<file path="config.mk">
export PLATFORM = sky130hd
export DESIGN_NAME = sram_port_arbiter
export DESIGN_NICKNAME = d
export VERILOG_FILES = /design/src/rtl/sram_port_arbiter.sv
export SDC_FILE = /design/constraint.sdc
export NUM_CORES = 1
export LEC_CHECK = 0
export ABC_AREA = 1
export BUFFER_PORTS_ARGS = -buffer_cell sky130_fd_sc_hd__buf_4
export CORE_AREA = 2 2 106 108
export CTS_BUF_LIST = sky130_fd_sc_hd__clkbuf_4 sky130_fd_sc_hd__clkbuf_8
export DETAILED_ROUTE_END_ITERATION = 8
export DIE_AREA = 0 0 108 110
export PLACE_DENSITY_LB_ADDON = 0.15
export REMOVE_ABC_BUFFERS = 1
export SYNTH_ARGS = -nofsm -noshare
export SYNTH_HDL_FRONTEND = slang
export SYNTH_SLANG_ARGS = --single-unit
</file>
<file path="constraint.sdc">
create_clock -name clk -period 1 [get_ports clk]
set_input_delay 0.1 -clock clk [delete_from_list [all_inputs] [get_ports clk]]
set_output_delay 0.1 -clock clk [all_outputs]
set_load 0.03 [all_outputs]
</file>
<file path="src/rtl/sram_port_arbiter.sv">
// Shares one single-ported synchronous SRAM between the fetch and data ports.
// Writes complete in the grant cycle; reads hold a one-cycle RD_WAIT for the SRAM latency.
module sram_port_arbiter #(
  parameter int unsigned ARB_MODE = 0
) (
  input  logic        clk,
  input  logic        rst,
  input  logic        inst_en,
  input  logic [31:0] inst_addr,
  output logic [31:0] inst_rdata,
  output logic        inst_stall,
  input  logic        data_en,
  input  logic [3:0]  data_wen,
  input  logic [31:0] data_addr,
  input  logic [31:0] data_wdata,
  output logic [31:0] data_rdata,
  output logic        data_stall,
  output logic        sram_en,
  output logic [3:0]  sram_wen,
  output logic [31:0] sram_addr,
  output logic [31:0] sram_wdata,
  input  logic [31:0] sram_rdata
);

  typedef enum logic [0:0] {StIdle, StRdWait} state_e;

  state_e state_q, state_d;
  logic   owner_q, owner_d;            // 0 = inst, 1 = data
  logic   last_grant_q, last_grant_d;
  logic   winner;

  always_comb begin
    state_d      = state_q;
    owner_d      = owner_q;
    last_grant_d = last_grant_q;
    winner       = 1'b0;
    inst_rdata   = '0;
    inst_stall   = 1'b0;
    data_rdata   = '0;
    data_stall   = 1'b0;
    sram_en      = 1'b0;
    sram_wen     = '0;
    sram_addr    = '0;
    sram_wdata   = '0;

    // Outputs are forced quiet while reset is held, even if a read was in flight.
    if (!rst) begin
      unique case (state_q)
        StIdle: begin
          if (inst_en || data_en) begin
            if (inst_en && data_en) begin
              winner = (ARB_MODE == 1) ? 1'b1 : ~last_grant_q;
            end else begin
              winner = data_en;
            end
            last_grant_d = winner;
            sram_en      = 1'b1;
            if (winner) begin
              sram_wen   = data_wen;
              sram_addr  = data_addr;
              sram_wdata = data_wdata;
              inst_stall = inst_en;
              if (data_wen == 4'b0000) begin
                data_stall = 1'b1;
                owner_d    = 1'b1;
                state_d    = StRdWait;
              end
            end else begin
              sram_addr  = inst_addr;
              inst_stall = 1'b1;
              data_stall = data_en;
              owner_d    = 1'b0;
              state_d    = StRdWait;
            end
          end
        end
        StRdWait: begin
          sram_en = 1'b1;
          state_d = StIdle;
          if (owner_q) begin
            sram_addr  = data_addr;
            data_rdata = sram_rdata;
            inst_stall = inst_en;
          end else begin
            sram_addr  = inst_addr;
            inst_rdata = sram_rdata;
            data_stall = data_en;
          end
        end
        default: state_d = StIdle;
      endcase
    end
  end

  always_ff @(posedge clk) begin
    if (rst) begin
      state_q      <= StIdle;
      owner_q      <= 1'b0;
      last_grant_q <= 1'b0;
    end else begin
      state_q      <= state_d;
      owner_q      <= owner_d;
      last_grant_q <= last_grant_d;
    end
  end

endmodule

</file>
==> results of run 1 <==
-- sequential cells by signal (all words and copies together) (netlist names) --
signal and count:
owner_q 1, last_grant_q 1, state_q 1
-- stage by stage --
step | hold WS, ns | area (sq um) | setup TNS (ns) | utilization [%] | setup slack (ns)
4_1_cts | 0.405 | 6210 | -64.06 | 58.0 | -0.562
3_5_place_dp | 0.498 | 5230 | -37.53 | 48.9 | -0.373
6_report | 0.400 | 7170 | -64.85 | 67.0 | -0.611
3_3_place_gp | 0.494 | 5230 | -34.52 | 48.9 | -0.422
2_1_floorplan | 0.172 | 2410 | -143.92 | - | -1.32
5_1_grt | 0.428 | 7170 | -72.33 | 67.0 | -0.661
-- synthesized netlist by cell type --
cell type	number	area share, %
o21ai_0	33	6.2
buf_4	3	0.84
inv_2	3	0.42
clkbuf_1	15	2.1
nand2_2	1	0.23
nor2_4	1	0.42
buf_1	3	0.42
o21ai_1	1	0.19
buf_2	13	2.4
nor2_2	31	7.3
o21ai_2	2	0.66
clkinv_2	1	0.19
nor3_1	64	12
a21oi_1	10	1.9
nand3_1	55	10
nand2_4	3	1.3
nand2_1	138	19
nand3_4	1	0.66
inv_1	136	19
nand4_1	1	0.23
nor2_1	35	4.9
buf_6	10	4.2
dfxtp_1	3	2.2
nand3b_1	9	2.5
-- layout make-up --
| type | instances | area [sq um] |
|---|---|---|
| repair buffers | 356 | 3570 |
| inverters | 140 | 536 |
| clock buffers | 4 | 48.8 |
| multi-input cells | 385 | 2770 |
| fillers | 898 | 3530 |
| flip-flops and latches | 3 | 66.3 |
| well taps | 140 | 175 |
-- per-layer routing --
metal	GRT usage, %	vias to the layer above
met3	5.70	36
met5	0	-
met4	6.78	0
met1	24.2	2299
li1	-	2365
met2	45.7	223
-- worst max-delay path, delay by kind of cell, from the launching register on --
kind          cells  cell delay, ns
flops             1            0.32
buf+inv           2            0.35
simple gates      7            0.60
-- repair_timing --
action                     in CTS  in global routing
pin swaps                      16                 46
resized for setup             169                197
setup endpoints to repair     138                138
hold buffers                    0                  0
cloned                          9                  3
setup buffers                   8                  8
-- cell families after synthesis --
family	Yosys count	synth area share, %
compound gates	46	8.89
buf+inv	184	29.7
flops	3	2.25
simple gates	339	59.1
-- power groups by stage --
stage | clock network, W | registers [W] | logic (W)
after global routing | 0.000408 | 0.000138 | 0.00351
after floorplan | 0 | 0.000157 | 0.00116
after CTS | 0.000405 | 0.000138 | 0.00290
after detailed placement | 0 | 0.000136 | 0.00248
final | 0.000401 | 0.000137 | 0.00330
after global placement | 0 | 0.000135 | 0.00245
-- how the worst max path moves through the flow --
stage	endpoint	slack [ns]	cells past startpoint
finish	sram_addr[21]	-0.61	9
global route	sram_addr[21]	-0.66	9
CTS	sram_addr[10]	-0.56	9
detailed placement	sram_addr[27]	-0.37	7
global placement	sram_addr[28]	-0.42	6
floorplan	sram_addr[22]	-1.32	6
==> run metrics, run 1 <==
status finished, violations left; violated checks setup timing; worst-path cell chain nand2_4 > nand2_8 > buf_6 > nand2_2 > nand3_1 > nand2_1 > nand2_1 > nor2_1 > buf_4; DR iter-0 viols 219; CTS Root Cell clkbuf_8; Max Fanout on Critical Path 8; Antenna Cells 0; P_int 0.00192 W; min-delay src rst; Clk pin slew, worst setup/hold paths 0.04 ns; startpoint types register; nets@finish 1025; CTS tree yes; Slew @ Worst Pin 0.467 ns; skew final 0.00555 ns; RR Startpoint state_q; DR top layer met4; synth unique cells 24; Leak 3.88 nW; Comb pwr share 86.0%; PD cells 535 nW/um^2; reg2reg setup slack -0.16 ns; vias in the first global route 4668; most frequent cells in the layout 202 x buf_4, 134 x inv_1, 119 x buf_6, 115 x nand2_1, 52 x nor3_4; drt drc 0; routability cong. 0.842; R2R cell count 7; first drt pass iteration count 4; Final period util 161%; kind of critical path reg -> out; Tot GR Track Use 23.2%; Post-Syn Area 2670 sq um; CTS H-tree depth 1; detailed-placement wirelength estimate 10800 microns; Clock Latency Late Sink 0.22 ns; DIE WIDTH 108 microns; switching share of power 49.9%; Clock Sinks 3; Post-Route WL 16700 microns; routed vias/inst 4.79; normalized max-slew margin 68.8%; Max Cap Viol 0; Clock Path Buffers 2; Post-DRT Antenna Nets 0; Clock power frac 10.4%; hold path cells 5; crit end category primary output; GRT Residual Overflow 0; Pwr Total 0.00384 W; CTS buffer count 3; Mean Syn Cell Area 4.67 sq um; Hold Path Sink owner_q; HP Class in -> reg; Crit-path slowest cell dfxtp_2; Sw Pwr 0.00191 W; Die Area 11900 sq um; Peak Freq 621 MHz; commonest non-fill, non-tap cell in the layout buf_4; WP data arrival 1.51 ns; Final Max Tran Viols 0; Top cell by count, worst path nand2_1; Critical Path Start last_grant_q; layout cells sized above 1 60.1%; Seq cells post-synth 3; Seq pwr share 3.6%; # setup viols final 138; Req. time, crit path 0.90 ns; Layout area overhead 168%; RSZ-0062 raised after global routing true; Mapped Cells 572; routed len/inst 16.3 microns; Syn. warnings 0; Site Rows 38; fin crit period 1.61 ns; VDD IR max 357 uV; Max stage delay on crit path 0.32 ns; die height 110 microns; Cells after DPL 999; met2 WL 9230 microns; first-pass GRT wire length 22100 microns; Hold Violations, Final 0; met3 wire len 1330 microns; R2R Path End owner_q; pin count of the biggest net entering global routing 38; post-synthesis sequential area ratio 2.25%; Post-Layout Cell Count 1028; I/O pins 271; initial antenna violation count 0; total vias in the final route 4923; Initial Util 25.0%; worst setup margin -0.611 ns; Port Buffers 270; met1 WL 5680 microns; Core ar. 10700 sq um
(Power assumes the default switching activity.)
==> inputs of run 2 (changes only) <==
--- a/config.mk
+++ b/config.mk
@@ -11,6 +11,7 @@
 export CTS_BUF_LIST = sky130_fd_sc_hd__clkbuf_4 sky130_fd_sc_hd__clkbuf_8
 export DETAILED_ROUTE_END_ITERATION = 8
 export DIE_AREA = 0 0 108 110
+export MAX_ROUTING_LAYER = met4
 export PLACE_DENSITY_LB_ADDON = 0.15
 export REMOVE_ABC_BUFFERS = 1
 export SYNTH_ARGS = -nofsm -noshare
==> run metrics, run 2 (synthesized netlist as in run 1, its figures left out) <==
status finished, violations left; violated checks setup timing; RSZ-0062 raised after global routing true; startpoint types register; # setup viols final 138; PD cells 534 nW/um^2; delay-heaviest family, CP simple AND/OR/NAND/NOR gates; CTS tree yes; skew final 0.00510 ns; WP data arrival 1.50 ns; Max Cap Viol 0; Die Area 11900 sq um; R2R Path End owner_q; kind of critical path reg -> out; Top cell by count, worst path nand2_1; Final period util 160%; Seq pwr share 3.6%; Pwr Total 0.00381 W; CTS Root Cell clkbuf_8; Core ar. 10700 sq um; hold path cells 5; first drt pass iteration count 4; post-route cell area 7140 sq um; fillers 897; Site Rows 38; CTS H-tree depth 1; Peak Freq 625 MHz; Sw Pwr 0.00190 W; VDD IR max 364 uV; Comb pwr share 86.0%; Leak 3.86 nW; vias in the first global route 4676; RR Startpoint state_q; Slew @ Worst Pin 0.443 ns; Req. time, crit path 0.90 ns; Post-DRT Antenna Nets 0; Clock Path Buffers 2; DIE WIDTH 108 microns; Clock Sinks 3; Clock Latency Late Sink 0.22 ns; buffer and inverter count on the worst path 3; Cells after DPL 999; detailed-placement wirelength estimate 10800 microns; first-pass GRT wire length 22100 microns; Final Util 66.7%; reg2reg setup slack -0.16 ns; min-delay src rst; switching share of power 49.7%; nets@finish 1025; drt drc 0; Layout area overhead 167%; pin count of the biggest net entering global routing 38; routed vias/inst 4.76; P_int 0.00192 W; Cell Area, Placed 5230 sq um; I/O pins 271; Post-Route WL 16600 microns; worst setup margin -0.599 ns; GRT Residual Overflow 0; final setup TNS -64.20 ns; DR iter-0 viols 246; Clock power frac 10.5%; HP Class in -> reg; Max stage delay on crit path 0.34 ns; Antenna Cells 0; Tot GR Track Use 23.9%; normalized max-slew margin 70.4%; Hold Violations, Final 0; fin crit period 1.60 ns; die height 110 microns; R2R cell count 7; worst-path cell chain nand2_4 > buf_6 > buf_8 > nand3_2 > nand3_1 > nand2_1 > nand2_1 > nor2_1 > buf_4; total vias in the final route 4895; layout cells sized above 1 59.6%; Clk pin slew, worst setup/hold paths 0.04 ns; routed len/inst 16.1 microns; Port Buffers 270; Final Max Tran Viols 0; CTS buffer count 3; routability cong. 0.855; Post-Layout Cell Count 1028; Crit-path slowest cell dfxtp_2; commonest non-fill, non-tap cell in the layout buf_4; crit end category primary output; registers with the most flip-flops last_grant_q x1, owner_q x1, state_q x1; Max Fanout on Critical Path 7; Hold Path Sink owner_q; Initial Util 25.0%; initial antenna violation count 0; most frequent cells in the layout 201 x buf_4, 134 x inv_1, 120 x buf_6, 118 x nand2_1, 52 x nor3_4
run 2: changes by cell type in the layout (fill, tap and decap cells not counted), moves of 2 or more:
cell,change
o21ai_1,+2
o21ai_0,-2
nand3_2,-3
nand2_4,-3
nand3_1,+3
nand2_1,+3
run 2: repair_timing:
action | 4_1_cts | 5_1_grt
buffers inserted | 8 | 8
gates cloned | 9 | 3
setup endpoints to repair | 138 | 138
gates resized for setup | 169 | 193
hold buffers | 0 | 0
pin swaps | 16 | 38
run 2: worst max-delay path by stage:
stage | depth (start not counted) | from | to
final | 9 | last_grant_q | sram_addr[21]
after global routing | 9 | last_grant_q | sram_addr[21]
after detailed placement | 7 | state_q | sram_addr[27]
after CTS | 9 | last_grant_q | sram_addr[10]
after floorplan | 6 | owner_q | sram_addr[22]
after global placement | 6 | state_q | sram_addr[28]
run 2: final cells by class:
class                           count  area, sq um  area share, %
Clock buffer                        4         48.8          0.683
Timing Repair Buffer              356         3580           50.1
Sequential cell                     3         66.3          0.929
Tap cell                          140          175           2.45
Inverter                          140          536           7.50
Multi-Input combinational cell    385         2740           38.3
run 2: worst register-to-register path: stages, from the launching register on:
cell	delay (ns)
dfxtp_4	0.35
buf_6	0.14
nor2_4	0.17
clkbuf_16	0.19
inv_2	0.04
nor2_1	0.10
nor2_1	0.05
nor2_1	0.07
run 2: stage by stage:
stage          setup slack (ns)  hold slack, ns
2_1_floorplan             -1.32           0.172
3_3_place_gp             -0.422           0.494
3_5_place_dp             -0.373           0.498
4_1_cts                  -0.562           0.405
5_1_grt                  -0.652           0.435
6_report                 -0.599           0.398
run 2: power by group through the flow:
| stage | clock network [W] | registers [W] | logic (W) |
|---|---|---|---|
| 2_1_floorplan | 0 | 0.000157 | 0.00116 |
| 3_3_place_gp | 0 | 0.000135 | 0.00245 |
| 3_5_place_dp | 0 | 0.000136 | 0.00248 |
| 4_1_cts | 0.000405 | 0.000138 | 0.00290 |
| 5_1_grt | 0.000408 | 0.000138 | 0.00349 |
| 6_report | 0.000399 | 0.000137 | 0.00328 |
run 2: per-layer routing:
| layer | vias up | global-route usage, % | part of all wire, % |
|---|---|---|---|
| met3 | 36 | 4.94 | 7.9 |
| met4 | 0 | 6.78 | 3.0 |
| met1 | 2265 | 24.7 | 34 |
| met5 | - | - | 0 |
| met2 | 225 | 45.6 | 55 |
| li1 | 2369 | - | - |
==> inputs of run 3 (changes only) <==
--- a/config.mk
+++ b/config.mk
@@ -7,12 +7,12 @@
 export LEC_CHECK = 0
 export ABC_AREA = 1
 export BUFFER_PORTS_ARGS = -buffer_cell sky130_fd_sc_hd__buf_4
-export CORE_AREA = 2 2 106 108
+export CORE_AREA = 2 2 105 107
 export CTS_BUF_LIST = sky130_fd_sc_hd__clkbuf_4 sky130_fd_sc_hd__clkbuf_8
 export DETAILED_ROUTE_END_ITERATION = 8
-export DIE_AREA = 0 0 108 110
+export DIE_AREA = 0 0 107 109
 export MAX_ROUTING_LAYER = met4
-export PLACE_DENSITY_LB_ADDON = 0.15
+export PLACE_DENSITY_LB_ADDON = 0.08
 export REMOVE_ABC_BUFFERS = 1
 export SYNTH_ARGS = -nofsm -noshare
 export SYNTH_HDL_FRONTEND = slang
==> constraint.sdc (replaced) <==
create_clock -name clk -period 1.8 [get_ports clk]
set_input_delay 0.18 -clock clk [delete_from_list [all_inputs] [get_ports clk]]
set_output_delay 0.18 -clock clk [all_outputs]
set_load 0.03 [all_outputs]
==> run metrics, run 3 (synthesized netlist as in run 1, its figures left out) <==
Clock Sinks 3; Seq pwr share 5.1%; Slew @ Worst Pin 0.422 ns; WP data arrival 1.53 ns; DR iter-0 viols 224; CTS Root Cell clkbuf_8; Clock Latency Late Sink 0.22 ns; Peak Freq 584 MHz; CTS tree yes; most frequent cells in the layout 284 x buf_4, 138 x nand2_1, 136 x inv_1, 64 x nor3_1, 55 x nand3_1; startpoint types register; reg2reg setup slack 0.65 ns; die height 109 microns; Crit-path slowest cell dfxtp_2; Core ar. 10600 sq um; detailed-placement wirelength estimate 9760 microns; Clock power frac 13.7%; Max stage delay on crit path 0.47 ns; Comb pwr share 81.2%; Req. time, crit path 1.62 ns; fin crit period 1.71 ns; routability cong. 0.848; Final period util 95.2%; routed len/inst 12.9 microns; Port Buffers 270; Clk pin slew, worst setup/hold paths 0.03 ns; Final Max Tran Viols 0; first-pass GRT wire length 18700 microns; CTS H-tree depth 1; kind of critical path reg -> out; min-delay src rst; Hold Path Sink last_grant_q; R2R cell count 4; nets@finish 958; vias in the first global route 3930; Site Rows 38; RSZ-0062 raised after global routing false; Leak 2.98 nW; crit end category primary output; I/O pins 271; commonest non-fill, non-tap cell in the layout buf_4; Post-Route WL 12400 microns; routed vias/inst 4.48; total vias in the final route 4312; HP Class in -> reg; VDD IR max 180 uV; Hold Violations, Final 0; Post-Layout Cell Count 962; R2R Path End last_grant_q; first drt pass iteration count 4; Final Util 46.0%; switching share of power 51.0%; delay-heaviest family, CP buffers and inverters; Sw Pwr 0.000804 W; Die Area 11700 sq um; Post-DRT Antenna Nets 0; normalized max-slew margin 71.8%; RR Startpoint state_q; Tot GR Track Use 20.3%; Cells after DPL 953; Clock Path Buffers 2; pin count of the biggest net entering global routing 73; CTS buffer count 3; GRT Residual Overflow 0; initial antenna violation count 1; PD cells 323 nW/um^2; Initial Util 25.2%; drt drc 0; CTS Hold Bufs 0; buffer and inverter count on the worst path 3; P_int 0.000774 W; skew final 0.00170 ns; Max Fanout on Critical Path 17; status finished, final reports clean; DIE WIDTH 107 microns; worst-path cell chain inv_2 > buf_4 > nand2_1 > nand2_1 > nor2_1 > buf_4; layout cells sized above 1 41.0%; registers with the most flip-flops last_grant_q x1, owner_q x1, state_q x1; hold path cells 4; Layout area overhead 82.5%; # setup viols final 0; Max Cap Viol 0
## run 3: metal layers
layer / track usage (%) / wire length [microns]
met3: 4.78 / 1090
met4: 3.71 / 116
met2: 38.4 / 6490
met1: 21.6 / 4690
met5: - / 0
## run 3: per-stage QoR
step / hold slack, ns / total power, W / setup slack, ns / cell area (sq um) / setup TNS, ns
after CTS: 0.355 / 0.00158 / 0.0581 / 4830 / 0
after detailed placement: 0.500 / 0.00134 / 0.176 / 4760 / 0
after global placement: 0.494 / 0.00133 / 0.209 / 4760 / 0
after global routing: 0.405 / 0.00171 / 0.000901 / 4880 / 0
final: 0.357 / 0.00158 / 0.0871 / 4880 / 0
after floorplan: 0.252 / 0.000729 / -0.599 / 2410 / -45.24
## run 3: worst reg2reg max path: cells and delay by family (launching register included)
family | cells | cell delay, ns
DFF | 1 | 0.47
buffers and inverters | 2 | 0.34
and+or+nand+nor | 1 | 0.12
AOI/OAI and AO/OA | 1 | 0.10
## run 3: power groups by stage
stage | clock (W) | sequential (W) | combinational (W)
after global routing | 0.000229 | 0.0000809 | 0.00140
after global placement | 0 | 0.0000787 | 0.00126
after detailed placement | 0 | 0.0000795 | 0.00126
after floorplan | 0 | 0.0000872 | 0.000642
final | 0.000216 | 0.0000802 | 0.00128
after CTS | 0.000222 | 0.0000791 | 0.00127
## run 3: layout make-up
| class | count | area (sq um) |
|---|---|---|
| repair buffers | 289 | 2230 |
| well taps | 140 | 175 |
| fillers | 1170 | 5720 |
| flip-flops and latches | 3 | 61.3 |
| clock buffers | 4 | 48.8 |
| inverters | 140 | 527 |
| diodes | 1 | 2.50 |
| multi-input cells | 385 | 1840 |
## run 3: how the worst max path moves through the flow
stage	from	end	slack [ns]	depth (start not counted)
2_1_floorplan	owner_q	sram_addr[22]	-0.60	6
3_3_place_gp	data_en	sram_addr[14]	0.21	8
3_5_place_dp	state_q	sram_addr[29]	0.18	5
4_1_cts	state_q	sram_addr[29]	0.06	4
5_1_grt	owner_q	sram_addr[7]	0.0009	6
6_report	state_q	sram_addr[16]	0.09	6
## run 3: timing repair
| action | in CTS | in global routing |
|---|---|---|
| resized for setup | 3 | 2 |
| pin swaps | 1 | 2 |
| endpoints found under the setup margin | 45 | 4 |
| gates cloned | 0 | 1 |
| buffers inserted | 1 | 2 |
